## src/rtl/traffic_light_sequencer_if.sv

```systemverilog
// Control/status bundle between the menu controller (master) and the
// light sequencer (slave); the sequencer's status also feeds the lamp renderer.
interface traffic_light_sequencer_if;
  logic [1:0] sim_state;
  logic [7:0] green_duration;
  logic [7:0] yellow_duration;
  logic [7:0] red_holding;
  logic [2:0] ns_light;
  logic [2:0] ew_light;
  logic [2:0] phase;
  logic [7:0] seconds_left;
  logic       sec_tick;

  modport master (
    output sim_state, green_duration, yellow_duration, red_holding,
    input  ns_light, ew_light, phase, seconds_left, sec_tick
  );

  modport slave (
    input  sim_state, green_duration, yellow_duration, red_holding,
    output ns_light, ew_light, phase, seconds_left, sec_tick
  );
endinterface

```

## src/rtl/traffic_light_sequencer.sv

```systemverilog
// Two-road intersection sequencer: green/yellow/all-red phases timed in
// seconds by a CLK_HZ prescaler, with run/pause/stop control.
module traffic_light_sequencer #(
  parameter int CLK_HZ = 100_000_000
) (
  input  logic                       clk,
  input  logic                       reset,
  traffic_light_sequencer_if.slave   bus
);
  localparam int              PW      = (CLK_HZ > 1) ? $clog2(CLK_HZ) : 1;
  localparam logic [PW-1:0]   PRE_MAX = PW'(CLK_HZ - 1);
  localparam logic [1:0]      ST_STOP = 2'b00;
  localparam logic [1:0]      ST_RUN  = 2'b01;
  localparam logic [2:0]      RED     = 3'b100;
  localparam logic [2:0]      YEL     = 3'b010;
  localparam logic [2:0]      GRN     = 3'b001;

  typedef enum logic [2:0] {
    IDLE      = 3'd0,
    NS_GREEN  = 3'd1,
    NS_YELLOW = 3'd2,
    ALL_RED_A = 3'd3,
    EW_GREEN  = 3'd4,
    EW_YELLOW = 3'd5,
    ALL_RED_B = 3'd6
  } phase_t;

  phase_t          state;
  logic [PW-1:0]   pres;
  logic [7:0]      secs;
  logic [2:0]      ns, ew;
  logic            tick;

  function automatic logic [7:0] clamp1(input logic [7:0] d);
    return (d == 8'd0) ? 8'd1 : d;
  endfunction

  // A zero all-red hold routes yellow straight to the other road's green.
  function automatic phase_t next_phase(input phase_t p, input logic skip_red);
    case (p)
      NS_GREEN:  return NS_YELLOW;
      NS_YELLOW: return skip_red ? EW_GREEN : ALL_RED_A;
      ALL_RED_A: return EW_GREEN;
      EW_GREEN:  return EW_YELLOW;
      EW_YELLOW: return skip_red ? NS_GREEN : ALL_RED_B;
      ALL_RED_B: return NS_GREEN;
      default:   return IDLE;
    endcase
  endfunction

  function automatic logic [7:0] dur_of(input phase_t p, input logic [7:0] g,
                                        input logic [7:0] y, input logic [7:0] r);
    case (p)
      NS_GREEN, EW_GREEN:   return clamp1(g);
      NS_YELLOW, EW_YELLOW: return clamp1(y);
      ALL_RED_A, ALL_RED_B: return r;
      default:              return 8'd0;
    endcase
  endfunction

  // Returns {ns, ew}; only one road is ever non-red.
  function automatic logic [5:0] lamps_of(input phase_t p);
    case (p)
      NS_GREEN:  return {GRN, RED};
      NS_YELLOW: return {YEL, RED};
      EW_GREEN:  return {RED, GRN};
      EW_YELLOW: return {RED, YEL};
      default:   return {RED, RED};
    endcase
  endfunction

  always_ff @(posedge clk or negedge reset) begin
    if (!reset) begin
      state <= IDLE;
      pres  <= '0;
      secs  <= 8'd0;
      ns    <= RED;
      ew    <= RED;
      tick  <= 1'b0;
    end else begin
      tick <= 1'b0;
      if (bus.sim_state == ST_STOP) begin
        state <= IDLE;
        pres  <= '0;
        secs  <= 8'd0;
        ns    <= RED;
        ew    <= RED;
      end else if (bus.sim_state == ST_RUN) begin
        if (state == IDLE) begin
          state    <= NS_GREEN;
          pres     <= '0;
          secs     <= clamp1(bus.green_duration);
          {ns, ew} <= lamps_of(NS_GREEN);
          tick     <= (PRE_MAX == '0);
        end else if (pres == PRE_MAX) begin
          pres <= '0;
          tick <= (PRE_MAX == '0);
          if (secs <= 8'd1) begin
            state    <= next_phase(state, bus.red_holding == 8'd0);
            secs     <= dur_of(next_phase(state, bus.red_holding == 8'd0),
                               bus.green_duration, bus.yellow_duration, bus.red_holding);
            {ns, ew} <= lamps_of(next_phase(state, bus.red_holding == 8'd0));
          end else begin
            secs <= secs - 8'd1;
          end
        end else begin
          pres <= pres + PW'(1);
          tick <= ((pres + PW'(1)) == PRE_MAX);
        end
      end
      // PAUSE (10/11): everything holds, tick already forced low
    end
  end

  assign bus.phase        = state;
  assign bus.seconds_left = secs;
  assign bus.ns_light     = ns;
  assign bus.ew_light     = ew;
  assign bus.sec_tick     = tick;
endmodule
```

## src/flat_wrapper.sv

```systemverilog
// flat-port wrapper written by rule: the top's interface ports become plain ports
module traffic_light_sequencer_flat 
#(
  parameter int CLK_HZ = 100_000_000
)
  (clk, reset, bus_sim_state, bus_green_duration, bus_yellow_duration, bus_red_holding, bus_ns_light, bus_ew_light, bus_phase, bus_seconds_left, bus_sec_tick);
  traffic_light_sequencer_if bus_i ();
  input  logic clk;
  input  logic reset;
  input wire logic [$bits(bus_i.sim_state)-1:0] bus_sim_state;
  input wire logic [$bits(bus_i.green_duration)-1:0] bus_green_duration;
  input wire logic [$bits(bus_i.yellow_duration)-1:0] bus_yellow_duration;
  input wire logic [$bits(bus_i.red_holding)-1:0] bus_red_holding;
  output wire logic [$bits(bus_i.ns_light)-1:0] bus_ns_light;
  output wire logic [$bits(bus_i.ew_light)-1:0] bus_ew_light;
  output wire logic [$bits(bus_i.phase)-1:0] bus_phase;
  output wire logic [$bits(bus_i.seconds_left)-1:0] bus_seconds_left;
  output wire logic [$bits(bus_i.sec_tick)-1:0] bus_sec_tick;
  assign bus_i.sim_state = bus_sim_state;
  assign bus_i.green_duration = bus_green_duration;
  assign bus_i.yellow_duration = bus_yellow_duration;
  assign bus_i.red_holding = bus_red_holding;
  assign bus_ns_light = bus_i.ns_light;
  assign bus_ew_light = bus_i.ew_light;
  assign bus_phase = bus_i.phase;
  assign bus_seconds_left = bus_i.seconds_left;
  assign bus_sec_tick = bus_i.sec_tick;
  traffic_light_sequencer #(.CLK_HZ(CLK_HZ)) u_core (.clk(clk), .reset(reset), .bus(bus_i));
endmodule
```

## config.mk

```make
export PLATFORM = sky130hd
export DESIGN_NAME = traffic_light_sequencer_flat
export DESIGN_NICKNAME = d
export VERILOG_FILES = /design/src/rtl/traffic_light_sequencer_if.sv /design/src/rtl/traffic_light_sequencer.sv /design/src/flat_wrapper.sv
export SDC_FILE = /design/constraint.sdc
export NUM_CORES = 1
export LEC_CHECK = 0
export BUFFER_PORTS_ARGS = -buffer_cell sky130_fd_sc_hd__clkbuf_2
export CELL_PAD_IN_SITES_DETAIL_PLACEMENT = 1
export CELL_PAD_IN_SITES_GLOBAL_PLACEMENT = 1
export CORE_MARGIN = 2
export CORE_UTILIZATION = 45
export CTS_CLUSTER_SIZE = 12
export DETAILED_ROUTE_END_ITERATION = 10
export PLACE_DENSITY = 0.86
export SYNTH_ARGS = -nofsm -noshare
export SYNTH_HDL_FRONTEND = slang
export SYNTH_SLANG_ARGS = --single-unit
```

## constraint.sdc

```tcl
create_clock -name clk -period 6.75 [get_ports clk]
set_clock_uncertainty 0.1 [all_clocks]
set_input_delay 0.3375 -clock clk [delete_from_list [all_inputs] [get_ports clk]]
set_output_delay 0.3375 -clock clk [all_outputs]
set_load 0.03 [all_outputs]
```

==> results.toml, run 1 <==
[detailed_routing]
avgViaCountPerCell = 6.61
drcViolationCount = 0
wirelength_um = 10800
dr.pass1.iters = 5
vias = 3613
antenna_left = 0
drt_iter0_drc = 201
drt-wirelength-per-cell_um = 19.7

[floorplanning]
fp.dieArea_um2 = 8360
die_h_um = 91.4
core_um2 = 7330
start_util = 0.469
pin_count = 46
die_w_um = 91.4
num_rows = 31

[grt]
grt_pass1_wl_um = 18500
antenna_found_initial = 0
grt_remaining_overflow = 0
grt.total_usage = 0.271
grt_pass1_vias = 3652
grt_max_degree = 47

[sta]
finalMaxSlewViolations = 0
clock.fmax_mhz = 278
slew_headroom = 0.299
rsz0062_at_grt = "no"
finalSetupViolCount = 0
hold_viol = 0
min_period_over_period = 0.534
fin_crit_ns = 3.60
fin_tns_setup_ns = 0
worst_pin_slew_ns = 1.04

[place]
dp_hpwl_um = 7640
io_buffer_count = 45
placed_area_um2 = 3690
gp_congestion = 0.921

[cts]
clk-insertion-delay-late_ns = 0.31
h-tree-depth = 2
cts_tree = "built"
post_cts_buffers = 0
cts.sinks = 45
cts_root_buffer = "clkbuf_8"
hold_buffers = 0
cts.repair.resized = 0
numCtsBuffers = 5
clk_path_buf_depth = 2
clk_pin_slew_ns = 0.09

[critical_path]
cp.required_ns = 6.85
max_stage_delay_ns = 0.83
path_class = "reg2reg"
path_common_cell = "nor2_1"
path_buf_inv = 1
crit_chain = "ha_1, nand4_1, nor2_1, and3_1, nor2_1, buf_4, a21o_1, a22o_1"
arrival_ns = 3.71
cp_slowest_cell = "and3_1"
worst-path-max-fanout = 21
path_delay_family = "simple AND/OR/NAND/NOR gates"
endpoint_kind = "register"
start_kind = "register"

[logic_synthesis]
synthTopCellsByCount = "dfrtp_1 (43), nand2_1 (35), nor3_1 (29), o21ai_0 (29), nor2_1 (28)"
synth_edf_count = 0
synth_top_cell_by_area = "dfrtp_1"
syn_inst = 418
synth-seq-area-share = 0.328
synth_flop_cell = "dfrtp_1"
synth-async-reset-ratio = 1.00
syn_area_um2 = 3440
synth.most_common_cell = "dfrtp_1"
synth_seq_cells = 45
synth.distinct_cells = 71
synth_nets = 450
yosysWarningCount = 0
synthTopCellsByArea = "dfrtp_1 (31%), nor3_1 (4.2%), o21ai_0 (4.2%)"
syn_avg_cell_area_um2 = 8.23
synth_top_area_frac = 0.313

[power_and_ir_drop]
power_density_nw_per_um2 = 339
leakage_nw = 1.51
max-vdd-ir-drop_mv = 0.112

[final_layout]
nets = 479
fin_area_um2 = 3810
drive_gt1_frac = 0.179
area_delta_synth_final_pct = 10.6
diodes = 0

[outcome]
status = "completed"

[flow_run]
max_cap_viol_count = 0

[worst_hold_path]
holdCritPathClass = "in2async"
[final cells by class]
class,count,area [um^2]
Clock buffer,5,68.8
Clock inverter,3,46.3
Fill cell,914,3520
Inverter,14,52.6
Multi-Input combinational cell,331,2120
Sequential cell,45,1130
Tap cell,99,124
Timing Repair Buffer,50,263
[logic make-up after synthesis]
family,count (synthesis),synth area share
simple gates,179,0.287
fa+ha+maj,4,0.0145
mux,8,0.0255
buf+inv,42,0.0549
flops,45,0.328
compound gates,132,0.269
xor+xnor,8,0.0204
[cells in the final DEF, fill, tap and decap left out, types with 5 or more instances in the layout]
| cell type | n |
|---|---|
| clkbuf_2 | 45 |
| dfrtp_1 | 43 |
| nand2_1 | 35 |
| nor3_1 | 29 |
| o21ai_0 | 28 |
| nor2_1 | 28 |
| nand3_1 | 21 |
| o21ai_1 | 20 |
| inv_1 | 14 |
| a21oi_1 | 11 |
| nand4_1 | 9 |
| nand2b_1 | 8 |
| o211ai_1 | 8 |
| or3_1 | 8 |
| o31ai_1 | 8 |
| a222oi_1 | 8 |
| nor4_1 | 7 |
| xnor2_1 | 7 |
| and3_1 | 6 |
| mux2_2 | 6 |
| nor2b_1 | 5 |
| a21o_1 | 5 |
| clkbuf_8 | 5 |
| buf_4 | 5 |
[final timing paths]
| path | start | end | cells after the start | slack [ns] |
|---|---|---|---|---|
| max | u_core.pres[0]$_DFFE_PN0P_ | u_core.pres[6]$_DFFE_PN0P_ | 8 | 3.15 |
| min | reset | u_core.bus.seconds_left[7]$_DFFE_PN0P_ | 2 | 0.02 |
| max reg2reg | u_core.pres[0]$_DFFE_PN0P_ | u_core.pres[6]$_DFFE_PN0P_ | 8 | 3.15 |
| min reg2reg | u_core.bus.ew_light[0]$_DFFE_PN0P_ | u_core.bus.ew_light[0]$_DFFE_PN0P_ | 1 | 0.39 |
| max in group asynchronous | reset | u_core.pres[15]$_DFFE_PN0P_ | 2 | 6.13 |
| min in group clk | bus_sim_state[0] | u_core.bus.ew_light[1]$_DFFE_PN0P_ | 3 | 0.34 |
[worst register-to-register path, stage by stage (launching register included)]
cell and delay (ns):
dfrtp_1 0.49, ha_1 0.38, nand4_1 0.33, nor2_1 0.37, and3_1 0.83, nor2_1 0.35, buf_4 0.29, a21o_1 0.19
a22o_1 0.17
[state kept, by name, summed over array words and instances, names as in the netlist]
name and cells:
u_core.pres 27, u_core.bus.seconds_left 8, u_core.bus.ew_light 3, u_core.bus.ns_light 3, u_core.bus.phase 3, u_core.bus.sec_tick 1
[where the power goes]
part,leakage [nW],total [mW],switching [mW],internal (mW)
sequential,0.607,0.419,0.0976,0.321
combinational,0.849,0.657,0.411,0.246
clock,0.0543,0.215,0.104,0.111
[through the flow]
| stage | hold slack, ns | utilization | instances | setup WS, ns | total power [mW] |
|---|---|---|---|---|---|
| 2_1_floorplan | -0.0581 | - | 418 | 4.28 | 0.888 |
| 3_3_place_gp | 0.360 | 0.503 | 539 | 3.47 | 1.05 |
| 3_5_place_dp | 0.370 | 0.503 | 539 | 3.22 | 1.07 |
| 4_1_cts | 0.0408 | 0.519 | 547 | 3.20 | 1.29 |
| 5_1_grt | 0.0780 | 0.519 | 547 | 2.85 | 1.38 |
| 6_report | 0.0181 | 0.519 | 547 | 3.15 | 1.29 |
[layer usage]
layer,share of wire,routed length (um),GRT usage,up-vias
met5,0,0,0,-
met4,0.023,246,0.0934,0
met3,0.057,619,0.0407,21
met2,0.49,5280,0.458,134
met1,0.43,4640,0.351,1803
li1,-,-,-,1655
(Power assumes the default switching activity.)
==> inputs of run 2 (changes only) <==
--- a/config.mk
+++ b/config.mk
@@ -9,10 +9,10 @@
 export CELL_PAD_IN_SITES_DETAIL_PLACEMENT = 1
 export CELL_PAD_IN_SITES_GLOBAL_PLACEMENT = 1
 export CORE_MARGIN = 2
-export CORE_UTILIZATION = 45
+export CORE_UTILIZATION = 39
 export CTS_CLUSTER_SIZE = 12
 export DETAILED_ROUTE_END_ITERATION = 10
-export PLACE_DENSITY = 0.86
+export PLACE_DENSITY = 0.79
 export SYNTH_ARGS = -nofsm -noshare
 export SYNTH_HDL_FRONTEND = slang
 export SYNTH_SLANG_ARGS = --single-unit
==> constraint.sdc (replaced) <==
create_clock -name clk -period 3.25 [get_ports clk]
set_clock_uncertainty 0.1 [all_clocks]
set_input_delay 0.1625 -clock clk [delete_from_list [all_inputs] [get_ports clk]]
set_output_delay 0.1625 -clock clk [all_outputs]
set_load 0.03 [all_outputs]
==> results.toml, run 2 (same netlist as run 1, synthesis figures left out) <==
[detailed_routing]
dr.pass1.iters = 4
drt_iter0_drc = 204
wirelength_um = 11300
antenna_left = 0
vias = 3562
drcViolationCount = 0
drt-wirelength-per-cell_um = 20.1
avgViaCountPerCell = 6.33

[floorplanning]
fp.dieArea_um2 = 9590
core_um2 = 8640
start_util = 0.398
num_rows = 34
pin_count = 46
die_w_um = 97.9
die_h_um = 97.9

[final_layout]
fin_area_um2 = 3880
final_common_cell = "clkbuf_2"
diodes = 0
largest_register_ffs = 27
layout_common_cells = "clkbuf_2 (45), dfrtp_1 (43), nand2_1 (35)"
nets = 486
fillers = 1092
top_register = "u_core.pres"
area_delta_synth_final_pct = 12.7
drive_gt1_frac = 0.189

[sta]
finalMaxSlewViolations = 0
hold_viol = 0
fin_tns_setup_ns = 0
worst_pin_slew_ns = 0.737
clock.fmax_mhz = 344
slew_headroom = 0.509
fin_crit_ns = 2.90
min_period_over_period = 0.894
finalSetupViolCount = 0
rsz0062_at_grt = "no"

[outcome]
status = "completed"

[grt]
grt_max_degree = 26
grt.total_usage = 0.240
grt_pass1_wl_um = 18800
grt_pass1_vias = 3583
grt_remaining_overflow = 0
antenna_found_initial = 0

[power_and_ir_drop]
power_density_nw_per_um2 = 710
max-vdd-ir-drop_mv = 0.216
leakage_nw = 1.55
total_power_mw = 2.75

[place]
gp_congestion = 0.898
dp_hpwl_um = 8390
placed_area_um2 = 3750
io_buffer_count = 45

[cts]
cts_tree = "built"
clk_pin_slew_ns = 0.09
numCtsBuffers = 5
clk_path_buf_depth = 2
clk-insertion-delay-late_ns = 0.30
post_cts_buffers = 0
hold_buffers = 1
cts.sinks = 45
cts_root_buffer = "clkbuf_8"
h-tree-depth = 2
cts.repair.resized = 0

[critical_path]
cp_slowest_cell = "dfrtp_1"
max_stage_delay_ns = 0.49
endpoint_kind = "register"
arrival_ns = 3.01
path_class = "reg2reg"
crit_chain = "ha_1, and4_1, nand4_4, or3_4, a2111oi_2, nand4_1, nor4_2"
cp.required_ns = 3.36
worst-path-max-fanout = 9
start_kind = "register"

[flow_run]
max_cap_viol_count = 0

[worst_hold_path]
holdCritPathClass = "in2reg"
[run 2: cell types whose count changed in the layout (fill, tap and decap cells not counted)]
cell and change:
dlygate4sd3_1 +1, clkbuf_8 +1, clkinv_4 -1, buf_4 +6
[run 2: area by class of cell]
class	count	area [um^2]	area share
inverters	14	52.6	0.0136
clock buffers	6	82.6	0.0213
flip-flops and latches	45	1130	0.291
multi-input cells	331	2120	0.548
repair buffers	57	318	0.0820
clock inverters	2	37.5	0.00968
well taps	108	135	0.0349
[run 2: power breakdown]
| group | total (mW) | switching (mW) | internal (mW) |
|---|---|---|---|
| clock network | 0.457 | 0.207 | 0.250 |
| registers | 0.824 | 0.157 | 0.667 |
| logic | 1.47 | 0.920 | 0.551 |
[run 2: final timing paths]
check / from / to / slack, ns / depth (start not counted)
setup / recovery: u_core.pres[0]$_DFFE_PN0P_ / u_core.bus.sec_tick$_DFF_PN0_ / 0.35 / 7
min in group asynchronous: reset / u_core.bus.ns_light[0]$_DFFE_PN0P_ / 0.34 / 2
max in group asynchronous: reset / u_core.bus.ew_light[2]$_DFFE_PN1P_ / 1.87 / 3
hold reg to reg: u_core.bus.ns_light[1]$_DFFE_PN0P_ / u_core.bus.ns_light[1]$_DFFE_PN0P_ / 0.38 / 2
hold / removal: bus_green_duration[2] / u_core.bus.seconds_left[2]$_DFFE_PN0P_ / 0.20 / 4
setup reg to reg: u_core.pres[0]$_DFFE_PN0P_ / u_core.bus.sec_tick$_DFF_PN0_ / 0.35 / 7
[run 2: stage by stage]
| stage | std cells | hold slack, ns | utilization | setup slack (ns) |
|---|---|---|---|---|
| detailed placement | 554 | 0.156 | 0.434 | 0.371 |
| global route | 563 | 0.228 | 0.449 | 0.183 |
| CTS | 563 | 0.197 | 0.449 | 0.332 |
| floorplan | 418 | -0.233 | - | 0.775 |
| global placement | 554 | 0.140 | 0.434 | 0.531 |
| finish | 563 | 0.202 | 0.449 | 0.346 |
[run 2: per-layer routing]
layer / wire [um] / track usage
met2: 5660 / 0.398
met1: 4940 / 0.327
met3: 538 / 0.0286
met4: 193 / 0.0759
met5: 0 / 0
[run 2: critical path, delay by kind of cell, from the launching register on]
| kind | cells | cell delay (ns) |
|---|---|---|
| fa+ha+maj | 1 | 0.38 |
| simple gates | 5 | 1.47 |
| compound gates | 1 | 0.37 |
| flops | 1 | 0.49 |
